File: src/rtl/rx_sample_fifo.sv
// rtl/rx_sample_fifo.sv - elastic sample buffer between the receive deserializer and the playback path
// Prefills to PREFILL entries before playing; an empty read at a tick outputs silence and refills.
module rx_sample_fifo #(
  parameter int WIDTH   = 8,
  parameter int AW      = 4,
  parameter int PREFILL = 8
) (
  input  logic             clk,
  input  logic             reset,
  input  logic             wr_valid,
  input  logic [WIDTH-1:0] wr_data,
  input  logic             rd_tick,
  output logic [WIDTH-1:0] rd_data,
  output logic             rd_valid,
  output logic             playing,
  output logic [AW:0]      level,
  output logic [15:0]      underflow_cnt,
  output logic [15:0]      overflow_cnt
);

  localparam int          DEPTH     = 2 ** AW;
  localparam logic [AW:0] DEPTH_L   = (AW + 1)'(DEPTH);
  localparam logic [AW:0] PREFILL_L = (AW + 1)'(PREFILL);

  typedef enum logic {FILL, PLAY} state_t;

  state_t           state_q, state_d;
  logic [AW:0]      wr_cnt_q, wr_cnt_d;
  logic [AW:0]      rd_cnt_q, rd_cnt_d;
  logic             wr_valid_q, wr_valid_d;
  logic [WIDTH-1:0] rd_data_q, rd_data_d;
  logic             rd_valid_q, rd_valid_d;
  logic [15:0]      unf_q, unf_d;
  logic [15:0]      ovf_q, ovf_d;
  logic [WIDTH-1:0] mem_q [DEPTH];

  logic        we, pop, push, empty, full;
  logic [AW:0] level_w;

  // Free-running counters one bit wider than the address make full/empty unambiguous.
  assign level_w = wr_cnt_q - rd_cnt_q;
  assign empty   = (level_w == '0);
  assign full    = (level_w == DEPTH_L);

  always_comb begin
    state_d    = state_q;
    wr_cnt_d   = wr_cnt_q;
    rd_cnt_d   = rd_cnt_q;
    wr_valid_d = wr_valid;
    rd_data_d  = rd_data_q;
    rd_valid_d = 1'b0;
    unf_d      = unf_q;
    ovf_d      = ovf_q;

    we   = wr_valid && !wr_valid_q;
    pop  = (state_q == PLAY) && rd_tick && !empty;
    // A pop in the same cycle frees the slot, so a full FIFO can still accept the write.
    push = we && (!full || pop);

    if (push) wr_cnt_d = wr_cnt_q + 1'b1;
    if (pop)  rd_cnt_d = rd_cnt_q + 1'b1;
    if (we && full && !pop && ovf_q != 16'hFFFF) ovf_d = ovf_q + 16'd1;

    if (rd_tick) rd_data_d = pop ? mem_q[rd_cnt_q[AW-1:0]] : '0;
    rd_valid_d = pop;

    case (state_q)
      FILL: if (level_w >= PREFILL_L) state_d = PLAY;
      PLAY: begin
        if (rd_tick && empty) begin
          state_d = FILL;
          if (unf_q != 16'hFFFF) unf_d = unf_q + 16'd1;
        end
      end
      default: state_d = FILL;
    endcase
  end

  always_ff @(posedge clk) begin
    if (reset) begin
      state_q    <= FILL;
      wr_cnt_q   <= '0;
      rd_cnt_q   <= '0;
      wr_valid_q <= 1'b0;
      rd_data_q  <= '0;
      rd_valid_q <= 1'b0;
      unf_q      <= '0;
      ovf_q      <= '0;
    end else begin
      state_q    <= state_d;
      wr_cnt_q   <= wr_cnt_d;
      rd_cnt_q   <= rd_cnt_d;
      wr_valid_q <= wr_valid_d;
      rd_data_q  <= rd_data_d;
      rd_valid_q <= rd_valid_d;
      unf_q      <= unf_d;
      ovf_q      <= ovf_d;
    end
  end

  always_ff @(posedge clk) begin
    if (!reset && push) mem_q[wr_cnt_q[AW-1:0]] <= wr_data;
  end

  assign rd_data       = rd_data_q;
  assign rd_valid      = rd_valid_q;
  assign playing       = (state_q == PLAY);
  assign level         = level_w;
  assign underflow_cnt = unf_q;
  assign overflow_cnt  = ovf_q;

endmodule

File: config.mk
export PLATFORM = sky130hd
export DESIGN_NAME = rx_sample_fifo
export DESIGN_NICKNAME = d
export VERILOG_FILES = /design/src/rtl/rx_sample_fifo.sv
export SDC_FILE = /design/constraint.sdc
export NUM_CORES = 1
export LEC_CHECK = 0
export ABC_AREA = 1
export CAP_MARGIN = 20
export CORE_MARGIN = 2
export CORE_UTILIZATION = 50
export CTS_CLUSTER_SIZE = 8
export DETAILED_ROUTE_END_ITERATION = 8
export PLACE_DENSITY = 0.72
export SETUP_SLACK_MARGIN = 0.15
export SLEW_MARGIN = 10
export SYNTH_ARGS = -nofsm -noshare
export SYNTH_HDL_FRONTEND = slang
export SYNTH_SLANG_ARGS = --single-unit
File: constraint.sdc
create_clock -name clk -period 3.27 [get_ports clk]
set_input_delay 0.654 -clock clk [delete_from_list [all_inputs] [get_ports clk]]
set_output_delay 0.654 -clock clk [all_outputs]
set_load 0.005 [all_outputs]
# After elaboration in Yosys (flattened, before gate mapping)
# Memory sizes are Yosys's and may differ from the RTL's. A register that Yosys moved wholly into a read port is not among the register bits.
# Cells that the tools add are included.
# totals
input_bits,12
ff_bits,53
ramBits,128
output_inout_bits,47
n_memories,1
# op_classes
n_lt_le_gt_ge,1
bitwise_logic,1
addsub,5
muxes,8
reduce_logical,17
eq_ne,3
# memory_table
memory,words,width,read_ports,rd_ports_with_merged_regs,wr,line_no,source
mem_q,16,8,1,1,1,35,logic [WIDTH-1:0] mem_q [DEPTH];
# op_table
cell,count
16-bit by 1-bit adder with 16-bit output (second input constant),2
16-bit != test (second input constant),2
5-bit by 1-bit adder with 5-bit output (second input constant),2
1-bit logical AND,9
4-bit two-way mux,2
8-bit two-way mux,1
5-bit equality test (second input constant),1
5-bit by 4-bit >= comparator with 1-bit output (second input constant),1
1-bit zero test,5
5-bit zero test,1
5-bit subtractor,1
1-bit two-way mux,4
3-bit AND reduction,1
1-bit case mux with 2 select lines,1
1-bit logical OR,1
1-bit NOT,1

# Longest topological paths before layout
# depth
word_depth,9
depth_mapped,14
depth_no_buf,14

# Least setup slack after synthesis
# No wires, ideal clock.
# synth_path
kind,register to register
from,reg wr_cnt_q[0]
to,"mem mem_q[4][0], enable pin"
path_buffers,1
slack_ps,380
stages_incl_launch_ff,14
synth_period_minus_slack_ps,2890
setup_time_ps,383
arrival_ps,2507
cell_sequence,dfxtp_1 -> inv_1 -> ha_1 -> inv_1 -> fa_1 -> inv_1 -> nand2_1 -> nor2_4 -> nand3_4 -> nor2_8 -> nor2_4 -> nand2_4 -> buf_6 -> nor3_1
# synth_between
elab_chain_cells,9
elab_cells_between_ends,11
classes_between,add/sub: 1; eq/ne: 1; mux: 2; reduce/logical: 7
# synth_rtl
element,line_no,source
start: declaration,28,"logic [AW:0] wr_cnt_q, wr_cnt_d;"
start signal: assignment,91,wr_cnt_q <= wr_cnt_d;
5-bit subtractor *,41,assign level_w = wr_cnt_q - rd_cnt_q;
via level[1],16,"output logic [AW:0] level,"
5-bit zero test,42,assign empty = (level_w == '0);
1-bit zero test,56,pop = (state_q == PLAY) && rd_tick && !empty;
1-bit logical AND,56,
1-bit logical OR *,58,push = we && (!full || pop);
1-bit logical AND *,58,
1-bit logical AND *,102,if (!reset && push) mem_q[wr_cnt_q[AW-1:0]] <= wr_data;
1-bit two-way mux *,102,
1-bit two-way mux (implied by the code) *,102,
end: declaration,35,
# The timed path passes the listed nets; every way through them passes the cells marked *.

# Worst setup path in the final report
# layout_path
from,reg wr_cnt_q[0]
to,"mem mem_q[3][4], enable pin"
# layout_between
elab_chain_cells,9
elab_cells_between_ends,11
classes_between,add/sub: 1; eq/ne: 1; mux: 2; reduce/logical: 7
# layout_rtl
element,line_no
5-bit subtractor,41
5-bit zero test,42
1-bit zero test,56
1-bit logical AND,56
1-bit logical OR,58
1-bit logical AND,58
1-bit logical AND,102
1-bit two-way mux,102
1-bit two-way mux (implied by the code),102
# Parallel ways exist; a longest one is shown, timed or not.

==> results by group <==
Status
  – Outcome: completed

Global route
  – Total track usage: 0.2191
  – Wire length of the first global-routing pass: 30170 microns
  – Antenna violations before repair: 0
  – Leftover overflow at the end of global routing: 0
  – Vias in the first global route: 5711
  – Largest net degree at the start of global routing: 85

Routing
  – Avg Vias per Cell: 5.393
  – Total Wirelength: 19170 microns
  – Remaining antenna violation count after routing: 0
  – 1st-pass router iterations: 7
  – Routed vias: 6196
  – DR DRC count: 0
  – Violation count after the first detailed-route iteration: 407
  – WL/cell: 16.69 microns

Clock network
  – Total of hold buffers inserted after clock tree synthesis: 0
  – Inserted Clock Buffers: 17
  – Clock Sink Count: 185
  – H-tree depth: 4
  – CTS max path bufs: 2
  – Clk pin slew, worst setup/hold paths: 0.07 ns
  – CTS tree: done
  – Clock latency of the later-clocked register in the worst-skew pair: 0.44 ns
  – Root Buffer Master: clkbuf_16

Timing
  – Post-Route Setup TNS: 0 ns
  – Final setup violation count: 0
  – Hold Vio Cnt, Final: 0
  – Period Utilization, post-route: 0.9500
  – Largest clock skew in the final design: 0.009043 ns
  – Slew margin rel.: 0.3112
  – Slew at the pin closest to its max-slew limit: 1.025 ns
  – Final worst path period need: 3.106 ns
  – Final Max Tran Viols: 0
  – Highest achievable clock rate: 321.9 MHz
  – Hold slack: 0.4499 ns
  – Unrepaired setup endpoints after global routing: true

Synth
  – Gate count after technology mapping: 860
  – Number of enable-type register cells in the synthesized netlist: 128
  – Dominant combinational cell family by area after synthesis: simple AND/OR/NAND/NOR gates
  – Post-Syn Area per Cell: 9.816 sq um
  – Fraction of synthesized area in multiplexers: 0.03083
  – Most instantiated cells after synthesis: nand2_1 (176), edfxtp_1 (128), inv_1 (88), nand3_1 (88), a21oi_1 (69)
  – Area of the mapped netlist: 0.008442 sq mm
  – Post-synthesis cell type count: 38
  – Post-synthesis xor/xnor area fraction: 0.02282
  – Top post-synthesis cells by area: edfxtp_1 (46%), dfxtp_1 (14%), nand2_1 (7.8%)
  – Number of nets in the synthesized netlist: 884
  – Share of synthesized area occupied by flip-flops and latches: 0.5905
  – Simple-Gate Fraction of Synth Area: 0.2017
  – Leading cell type by number of instances after synthesis: nand2_1
  – Commonest register cell after synthesis: edfxtp_1
  – Seq cells post-synth: 185
  – Synth Warn #: 0
  – Proportion of synthesized flip-flops having asynchronous set or reset: 0
  – Cell type contributing the most total cell area after synthesis: edfxtp_1
  – Share of Yosys cell area claimed by the top area cell type: 0.4553
  – Post-synthesis compound-gate area fraction: 0.07529
  – Post-Synth Adder-Cell Area: 0.01867

Worst setup path
  – Reg2Reg Launch Point: wr_cnt_q[0]
  – Endpoint type of the worst setup path: flip-flop
  – Required arrival time at the worst endpoint: 3.32 ns
  – Most common cell on crit path: inv_1
  – Worst setup path class: reg2reg
  – CP Buf/Inv Count: 3
  – Maximum fanout count along the critical path: 16
  – Crit-path leading delay family: simple AND/OR/NAND/NOR gates
  – Slowest cell delay on critical path: 0.84 ns
  – Launching instance or port of the critical path: wr_cnt_q[0]
  – R2r setup slk: 0.16 ns
  – Cells along the critical path: inv_1 -> ha_1 -> inv_1 -> fa_1 -> inv_1 -> nand2_1 -> nor2_4 -> nand3_4 -> nor2_8 -> nor2_4 -> nand2_4 -> nor3_1
  – Worst Setup Start Kind: flip-flop
  – Arrival time reported for the critical path endpoint: 3.16 ns
  – Slowest stage cell on the critical path: nor3_1

Placement
  – Global placer's final weighted congestion: 0.8417
  – Post-placement cell count: 1113
  – PortBufs: 58
  – Dpl hpwl: 12280 microns
  – Area after DPL: 0.009203 sq mm

Power and ir drop
  – IR Drop Worst-Case VDD: 461.7 uV
  – Leakage power: 3.594 nW
  – PwrDens: 583.8 mW/mm^2

Cells and area
  – Sequential cell area in the final layout: 0.004990 sq mm
  – Total Nets Final: 940
  – Multi-input combinational cell area: 0.002977 sq mm
  – Ratio of cells with drive above 1 in the final layout: 0.07858
  – Final-layout fill cell count: 1363
  – Number of non-filler instances in the completed layout: 1149
  – Synth-to-layout area growth: 16.56%
  – Utilization after layout: 0.5954
  – Post-route cell area: 0.009839 sq mm
  – Ant diodes: 0

Worst hold path
  – Worst min-delay path startpoint: rd_data[4]
  – Min-delay worst type: reg2reg

Floorplanning
  – DIE AREA: 0.01794 sq mm
  – X dimension of the die: 133.9 microns
  – IO Pins: 59
  – Core box area: 0.01652 sq mm
  – Number of core rows: 47
  – Die H: 133.9 microns
  – Initial core utilization: 0.5109

Flow run
  – Number of maximum-capacitance violations: 0
placed cells by master, fill, tap and decap left out, types with 3 or more instances in the layout:
cell | netlist | routed
mux2i_1 | 26 | 26
nand4_1 | 21 | 21
nor2_1 | 43 | 43
inv_1 | 88 | 88
o211ai_1 | 4 | 4
dfxtp_1 | 57 | 55
nand3b_1 | 3 | 3
nand2_1 | 176 | 175
ha_1 | 11 | 11
nand3_1 | 88 | 88
buf_4 | 2 | 10
clkbuf_16 | 0 | 17
clkdlybuf4s50_1 | 0 | 58
edfxtp_1 | 128 | 128
a21oi_1 | 69 | 69
nor3_2 | 1 | 6
inv_8 | 0 | 4
xnor2_1 | 6 | 6
nor3_1 | 21 | 16
nor2_4 | 4 | 4
o21ai_0 | 43 | 43
inv_6 | 0 | 3
clkinv_4 | 0 | 3
nor2_2 | 4 | 4
xor2_1 | 16 | 16
report_power, final:
| group | internal, mW | switching (mW) |
|---|---|---|
| Combinational | 0.397 | 0.657 |
| Sequential | 2.56 | 0.118 |
| Clock | 1.08 | 0.931 |
tightest hold or removal path: stages, from the launching register on:
cell and delay (ns):
dfxtp_1 0.31, nand2_1 0.06, nand2_1 0.04
cell families after synthesis:
| kind of cell | Yosys count |
|---|---|
| mux | 26 |
| flops | 185 |
| xor+xnor | 22 |
| buf+inv | 125 |
| compound gates | 121 |
| fa+ha+maj | 12 |
| simple gates | 369 |
metal layers:
metal / wire (microns) / track usage / vias to the layer above / share of wire
li1: - / - / 3061 / -
met1: 8461 / 0.2895 / 2903 / 0.44
met2: 9290 / 0.3661 / 208 / 0.48
met3: 1167 / 0.04724 / 24 / 0.061
met4: 252 / 0.06324 / 0 / 0.013
met5: 0 / 0 / - / 0
final timing paths:
check | end | cells past startpoint
worst max-delay path | mem_q[3][4] | 12
worst min-delay path | rd_data[4] | 2
worst max register to register | mem_q[3][4] | 12
worst min register to register | rd_data[4] | 2
layout make-up:
cell class,count,share of cell area
repair buffers,71,0.06816
multi-input cells,550,0.3025
inverters,91,0.03472
flip-flops and latches,185,0.5071
clock inverters,14,0.01590
well taps,220,0.02798
clock buffers,18,0.04362
stage by stage:
stage	setup slack [ns]	power, mW
after global placement	0.2263	3.761
after CTS	0.1190	5.774
after detailed placement	0.1136	3.771
after global routing	-0.02985	5.983
after floorplan	0.3795	3.419
final	0.1636	5.745
timing repair:
action / CTS / global route
endpoints found under the hold margin: 0 / 0
setup buffers: 0 / 1
endpoints found under the setup margin: 57 / 84
resized for setup: 3 / 4
pin swaps: 0 / 1
flip-flops by register name, indices dropped and copies added (netlist names), named ones only:
register / cells
mem_q: 128
overflow_cnt: 16
playing: 1
rd_cnt_q: 5
rd_data: 8
rd_valid: 1
underflow_cnt: 16
wr_cnt_q: 5
wr_valid_q: 1
Power figures use the tool's default switching activity.
